--- src/rtl/pla_bist_driver.sv ---
// BIST driver for 16-input single-output PLA blocks: LFSR pattern source,
// serial MISR response compactor and ones counter behind a start/done handshake.
module pla_bist_driver #(
  parameter logic [15:0] LFSR_POLY = 16'h002D,
  parameter logic [15:0] SIG_POLY  = 16'h002D,
  parameter int unsigned SETTLE    = 0
) (
  input  logic        clk,
  input  logic        rst_n,
  input  logic        start,
  input  logic        abort,
  input  logic [15:0] seed,
  input  logic [15:0] count,
  output logic [15:0] x_out,
  output logic        x_valid,
  input  logic        y_in,
  output logic        busy,
  output logic        done,
  output logic [15:0] signature,
  output logic [15:0] ones_count
);

  localparam logic [3:0] SETTLE_L = 4'(SETTLE);

  typedef enum logic [1:0] {
    S_IDLE  = 2'd0,
    S_APPLY = 2'd1,
    S_DONE  = 2'd2
  } state_t;

  state_t      r_state;
  logic [15:0] r_lfsr;
  logic [15:0] r_remain;
  logic [3:0]  r_hold;
  logic [15:0] r_sig;
  logic [15:0] r_ones;
  logic        r_busy;
  logic        r_x_valid;
  logic        r_done;

  logic [15:0] w_lfsr_next;
  logic [15:0] w_sig_next;
  logic [15:0] w_seed_safe;
  logic        w_last_hold;

  // Galois shift with feedback gated by the outgoing MSB; bit 0 of the MISR
  // additionally absorbs the sampled response.
  genvar gi;
  generate
    for (gi = 0; gi < 16; gi++) begin : g_shift
      if (gi == 0) begin : g_lsb
        assign w_lfsr_next[gi] = r_lfsr[15] & LFSR_POLY[gi];
        assign w_sig_next[gi]  = y_in ^ (r_sig[15] & SIG_POLY[gi]);
      end else begin : g_upper
        assign w_lfsr_next[gi] = r_lfsr[gi-1] ^ (r_lfsr[15] & LFSR_POLY[gi]);
        assign w_sig_next[gi]  = r_sig[gi-1] ^ (r_sig[15] & SIG_POLY[gi]);
      end
    end
  endgenerate

  // An all-zero LFSR state never leaves zero, so a zero seed is substituted.
  assign w_seed_safe = (seed == 16'h0000) ? 16'h0001 : seed;
  assign w_last_hold = (r_hold == SETTLE_L);

  always_ff @(posedge clk or negedge rst_n) begin
    if (!rst_n) begin
      r_state   <= S_IDLE;
      r_lfsr    <= 16'h0000;
      r_remain  <= 16'h0000;
      r_hold    <= 4'd0;
      r_sig     <= 16'hFFFF;
      r_ones    <= 16'h0000;
      r_busy    <= 1'b0;
      r_x_valid <= 1'b0;
      r_done    <= 1'b0;
    end else begin
      case (r_state)
        S_IDLE: begin
          r_done <= 1'b0;
          if (start) begin
            r_sig  <= 16'hFFFF;
            r_ones <= 16'h0000;
            if (count != 16'h0000) begin
              r_remain  <= count;
              r_lfsr    <= w_seed_safe;
              r_hold    <= 4'd0;
              r_busy    <= 1'b1;
              r_x_valid <= 1'b1;
              r_state   <= S_APPLY;
            end else begin
              r_done  <= 1'b1;
              r_state <= S_DONE;
            end
          end
        end

        S_APPLY: begin
          // Abort takes precedence over a coincident sample edge.
          if (abort) begin
            r_busy    <= 1'b0;
            r_x_valid <= 1'b0;
            r_hold    <= 4'd0;
            r_state   <= S_IDLE;
          end else if (w_last_hold) begin
            r_sig    <= w_sig_next;
            r_ones   <= r_ones + {15'b0, y_in};
            r_lfsr   <= w_lfsr_next;
            r_remain <= r_remain - 16'd1;
            r_hold   <= 4'd0;
            if (r_remain == 16'd1) begin
              r_busy    <= 1'b0;
              r_x_valid <= 1'b0;
              r_done    <= 1'b1;
              r_state   <= S_DONE;
            end
          end else begin
            r_hold <= r_hold + 4'd1;
          end
        end

        S_DONE: begin
          r_done  <= 1'b0;
          r_state <= S_IDLE;
        end

        default: begin
          r_busy    <= 1'b0;
          r_x_valid <= 1'b0;
          r_done    <= 1'b0;
          r_state   <= S_IDLE;
        end
      endcase
    end
  end

  assign x_out      = r_lfsr;
  assign x_valid    = r_x_valid;
  assign busy       = r_busy;
  assign done       = r_done;
  assign signature  = r_sig;
  assign ones_count = r_ones;

endmodule

--- config.mk ---
export PLATFORM = sky130hd
export DESIGN_NAME = pla_bist_driver
export DESIGN_NICKNAME = d
export VERILOG_FILES = /design/src/rtl/pla_bist_driver.sv
export SDC_FILE = /design/constraint.sdc
export NUM_CORES = 1
export LEC_CHECK = 0
export CAP_MARGIN = 40
export CORE_MARGIN = 4
export CORE_UTILIZATION = 45
export DETAILED_ROUTE_END_ITERATION = 8
export DONT_BUFFER_PORTS = 1
export SYNTH_ARGS = -nofsm -noshare
export SYNTH_HDL_FRONTEND = slang
export SYNTH_SLANG_ARGS = --single-unit
--- constraint.sdc ---
create_clock -name clk -period 2.3 [get_ports clk]
set_clock_uncertainty 0.2 [all_clocks]
set_input_delay 0.46 -clock clk [delete_from_list [all_inputs] [get_ports clk]]
set_output_delay 0.46 -clock clk [all_outputs]
set_load 0.02 [all_outputs]
After elaboration in Yosys (flattened, before gate mapping)
Cells that the tools add are included.
{"block": "word_totals", "input_bits": 37, "reg_bits": 72, "wordCells": 82, "output_inout_bits": 51}
{"block": "classes", "n_eq_ne": 10, "n_mux": 42, "n_addsub": 3, "n_reduce_logical": 11, "bitwise": 8}
{"operator": "two-way mux 16 bit", "count": 15}
{"operator": "one-hot mux 16 bit (2 select lines)", "count": 4}
{"operator": "adder 16 x 1 -> 16 bit", "count": 1}
{"operator": "== test 16 x 1 -> 1 bit (second input constant)", "count": 1}
{"operator": "zero test 16 bit", "count": 1}
{"operator": "two-way mux 4 bit", "count": 4}
{"operator": "nonzero test 16 bit", "count": 1}
{"operator": "subtractor 16 x 1 -> 16 bit (second input constant)", "count": 1}
{"operator": "two-way mux 1 bit", "count": 10}
{"operator": "two-way mux 2 bit", "count": 5}
{"operator": "!= test 2 bit (second input constant)", "count": 5}
{"operator": "AND reduction 5 bit", "count": 2}
{"operator": "AND reduction 3 bit", "count": 3}
{"operator": "one-hot mux 4 bit (2 select lines)", "count": 1}
{"operator": "bitwise XOR 1 bit", "count": 7}
{"operator": "!= test 3 bit (second input constant)", "count": 2}
{"operator": "adder 4 x 1 -> 4 bit (second input constant)", "count": 1}
{"operator": "zero test 4 bit", "count": 1}
{"operator": "one-hot mux 2 bit (2 select lines)", "count": 1}
{"operator": "AND reduction 4 bit", "count": 1}
{"operator": "one-hot mux 1 bit (3 select lines)", "count": 1}
{"operator": "== test 2 x 1 -> 1 bit (second input constant)", "count": 1}
{"operator": "== test 2 bit (second input constant)", "count": 1}
{"operator": "zero test 2 bit", "count": 1}
{"operator": "other kinds (3)", "count": 3}

Logic depth before layout (Yosys ltp)
{"block": "depth", "word_depth": 5, "ltp_mapped": 9, "mapped_depth_nobuf": 7}

Least setup slack after synthesis
Ideal clock, no wire load.
{"block": "synth_timing", "path_kind": "flip-flop to flip-flop", "startpoint": "register r_hold[0]", "endpoint": "register r_ones[11], in the netlist ones_count[11]", "path_stages_with_launch": 10, "setup_slack_ps": 221, "t_arrival_ps": 1747, "t_required_ps": 1968, "setup_time_ps": 132, "cell_sequence": "dfrtp_1 > inv_1 > ha_1 > nor4b_4 > a21oi_2 > buf_6 > buf_6 > nor3_1 > xnor2_1 > nor2_1"}
{"block": "synth_between", "elab_chain_len": 3}
{"item": "start, declared", "line_no": "34", "text": "logic [3:0] r_hold;"}
{"item": "start signal, assigned", "line_no": "117", "text": "r_hold <= r_hold + 4'd1;"}
{"item": "zero test 4 bit", "line_no": "63", "text": "assign w_last_hold = (r_hold == SETTLE_L);"}
{"item": "!= test 2 bit (no line)"}
{"item": "AND reduction 4 bit (no line)"}
{"item": "end signal, assigned", "line_no": "106", "text": "r_ones <= r_ones + {15'b0, y_in};"}
{"item": "end, declared", "line_no": "36", "text": "logic [15:0] r_ones;"}
No other way between the ends.
A chain may end at the register's enable or synchronous reset.

Worst setup path after layout
{"block": "layout_timing", "startpoint": "register r_remain[8]", "endpoint": "register r_remain[13]"}
{"block": "layout_between", "elab_chain_len": 4}
{"item": "start, declared", "line_no": "33", "text": "logic [15:0] r_remain;"}
{"item": "start signal, assigned", "line_no": "84", "text": "r_remain <= count;"}
{"item": "start signal, assigned", "line_no": "108", "text": "r_remain <= r_remain - 16'd1;"}
{"item": "subtractor 16 x 1 -> 16 bit", "line_no": "108"}
{"item": "two-way mux 16 bit", "line_no": "104", "text": "end else if (w_last_hold) begin"}
{"item": "two-way mux 16 bit", "line_no": "99", "text": "if (abort) begin"}
{"item": "one-hot mux 16 bit (2 select lines)", "line_no": "77", "text": "case (r_state)"}
No other way between the ends. The select of a mux whose other input is x is not followed.

==> results.cfg <==
[clocking]
cts_made_buffers = 9
clock_tree.htree_level_count = 3
cts_buffer_depth = 2
cts.sinks = 72
clkTransAtPathRegs_ns = 0.08
cts_tree = yes
clk-insertion-delay-late_ns = 0.35
library_cell_used_as_clock_root_buffer = clkbuf_8

[flow_run]
max-cap-violations = 0

[sta]
slew_viol_final = 0
final.period_utilization_pct = 93.5
setup_viol = 0
max_slew.worst_pin.slew_ns = 0.516
fin_setup_tns_ns = 0
finalCriticalPeriod_ns = 2.15
holdWs_ns = 0.0494
slew_headroom_pct = 65.3
post-route-worst-setup-slack_ns = 0.150
final_hold_viol_count = 0
max_freq_mhz = 465
grt_setup_unrepaired = false

[global_routing]
grt_max_degree = 73
global_route.overflow_total = 0
grt_first_pass_wirelength_um = 16100
grt_use_total_pct = 20.3
antenna_found_initial = 0
grt_pass1_vias = 3226

[worst_setup_path]
cp_data_required_time_ns = 2.34
worst_setup_path_end_kind = flop
crit_fanout = 4
worst-endpoint-arrival_ns = 2.19
start_kind = flop
path_class = reg2reg

[synthesis]
synth-xor-area-share_pct = 4.61
largest_family_of_logic_cells_by_synthesized_area = simple AND/OR/NAND/NOR gates
synth_top_flop_cell = dfrtp_1
synth_mux_area_share_pct = 0
count_of_yosys_warnings_during_synthesis = 0
adder_cell_share_of_the_synthesized_area_pct = 1.98
ys_top_cells_by_count = 75 x nor2_1, 56 x dfrtp_1, 34 x nand2_1, 28 x a21oi_1, 28 x o21ai_0
number_of_enable_type_register_cells_in_the_synthesized_netlist = 0
postSynth.asyncResetShare_pct = 100
most_frequent_cell_after_synthesis = nor2_1
ys_ff_latch = 72
top_cell_type_s_share_of_synthesized_area_pct = 36.9
synth_cell_type_count = 50
netlist_top_cells_area = dfrtp_1 37%, dfstp_2 11%, nor2_1 7.4%
net_count_after_synthesis = 464
synth_area_leader_cell = dfrtp_1
compound_gate_portion_of_the_synthesized_area_pct = 17.0
synth-simple-area-share_pct = 24.7
synth.avg_cell_area_sq_um = 9.03
syn-instance-count = 421
post_synth_instance_area_sq_mm = 0.00380
synth.yosys.seq_area_share_pct = 47.9

[finish]
ratio_of_cells_with_drive_above_1_in_the_final_layout_pct = 16.6
area_growth_syn_to_layout_pct = 12.8
final_cell_count_no_fill = 546
finalCoreUtilization_pct = 52.2
nets = 479
final_design_area_no_fill_sq_mm = 0.00429
antenna_cells = 0
final.fill_count = 750

[route]
drt_first_pass_iters = 4
highest-signal-layer = met4
aggregate_routed_wire_length_um = 9710
average_via_count_per_standard_cell = 5.84
detail_route.wl_per_cell_um = 17.8
met2_length_um = 4650
drt-met1-wl_um = 4210
remaining_drc_errors = 0
first_iter_violations = 180
drtAntennaViolNets = 0
dr_total_vias = 3191
wire_length_on_met3_um = 775

[power]
static-leakage-power_nw = 1.71
power_per_unit_of_standard_cell_area_mw_per_mm2 = 1160
total_power_mw = 4.99
clock_power_share_pct = 18.7
seq_power_share_pct = 47.4
power.share.switching_pct = 43.8
cellInternalPower_mw = 2.81
p_comb_share_pct = 33.9
netSwitchingPower_mw = 2.18
worst_ir_drop_vdd_mv = 0.579

[floorplanning]
design.die.area_sq_mm = 0.00998
boundaryPins = 88
design.core.area_sq_mm = 0.00822
die_y_um = 99.9
die_w_um = 99.9
placement_rows = 33
start_util_pct = 46.2

[placement]
detailedPlace.worstSlack_ns = -0.0531
place.gp.congestion = 0.833
post-place-cells = 525
detailed_place_hpwl_um = 6740
postPlaceCellArea_sq_mm = 0.00404
number_of_buffers_added_on_ports = 0

[min_path]
min-delay-path-class = in2reg

[status]
outcome = finished clean
-- power groups by stage --
stage / Clock (mW) / Sequential, mW / Combinational, mW
after global routing: 1.02 / 2.43 / 1.92
after detailed placement: 0 / 2.38 / 1.63
after floorplan: 0 / 2.23 / 1.23
after global placement: 0 / 2.38 / 1.59
after CTS: 0.965 / 2.36 / 1.63
final: 0.936 / 2.37 / 1.69
-- per-layer routing --
| layer | track usage [%] | vias to the layer above |
|---|---|---|
| li1 | - | 1540 |
| met1 | 26.2 | 1546 |
| met2 | 31.8 | 100 |
| met3 | 7.37 | 5 |
| met4 | 6.51 | 0 |
| met5 | 0 | - |
-- path summary, 6_finish.rpt --
path	start	end	slack (ns)	depth (start not counted)
max	r_remain[8]$_DFFE_PN0P_	r_remain[13]$_DFFE_PN0P_	0.15	5
min	seed[15]	x_out[15]$_DFFE_PN0P_	0.05	2
max reg2reg	r_remain[8]$_DFFE_PN0P_	r_remain[13]$_DFFE_PN0P_	0.15	5
min reg2reg	r_remain[15]$_DFFE_PN0P_	r_remain[15]$_DFFE_PN0P_	0.31	1
max in group asynchronous	rst_n	signature[14]$_DFFE_PN1P_	1.10	2
min in group asynchronous	rst_n	ones_count[7]$_DFFE_PN0P_	0.48	2
-- timing repair --
action | 4_1_cts | 5_1_grt
hold endpoints to repair | 72 | 72
buffers inserted | 0 | 3
gates resized for setup | 1 | 0
pin swaps | 0 | 1
endpoints found under the setup margin | 3 | 2
-- worst max-delay path: stages (launching register included) --
cell	delay, ns
dfrtp_1	0.41
nor4_1	0.40
nand4b_1	0.24
nor4_1	0.43
a31oi_1	0.15
o22a_1	0.21
-- sequential cells by signal, summed over array words and instances, names as in the netlist --
signal / flops
x_out: 16
r_remain: 16
r_hold: 4
signature: 16
x_valid: 1
r_state: 2
ones_count: 16
done: 1
-- final cells by class --
class,instances,area (sq um),share of cell area (%)
flip-flops and latches,72,1820,42.5
clock inverters,5,40.0,0.934
well taps,105,131,3.07
clock buffers,11,141,3.30
multi-input cells,318,1850,43.1
inverters,5,18.8,0.438
repair buffers,30,285,6.66
-- kinds of logic after synthesis --
| family | after synthesis |
|---|---|
| simple gates | 187 |
| compound gates | 105 |
| flops | 72 |
| buf+inv | 31 |
| xor+xnor | 20 |
| fa+ha+maj | 6 |
-- cells in the final DEF, fill, tap and decap left out, types with 3 or more instances in the layout --
| cell | n |
|---|---|
| nor3_1 | 24 |
| nor2_1 | 75 |
| nand4_1 | 5 |
| nand2_1 | 34 |
| nor4_1 | 13 |
| dfstp_2 | 16 |
| and4_1 | 3 |
| a31oi_1 | 10 |
| nor4b_2 | 3 |
| clkbuf_8 | 10 |
| o21ai_0 | 28 |
| a21oi_1 | 28 |
| dfrtp_1 | 56 |
| nand3_1 | 9 |
| ha_1 | 6 |
| o22ai_1 | 13 |
| buf_12 | 3 |
| o2bb2ai_1 | 3 |
| and3_1 | 4 |
| inv_1 | 5 |
| a41oi_1 | 4 |
| clkinv_4 | 3 |
| xnor2_1 | 18 |
| a22oi_1 | 5 |
| buf_4 | 25 |
No activity file was read; power rests on OpenSTA's default activity.
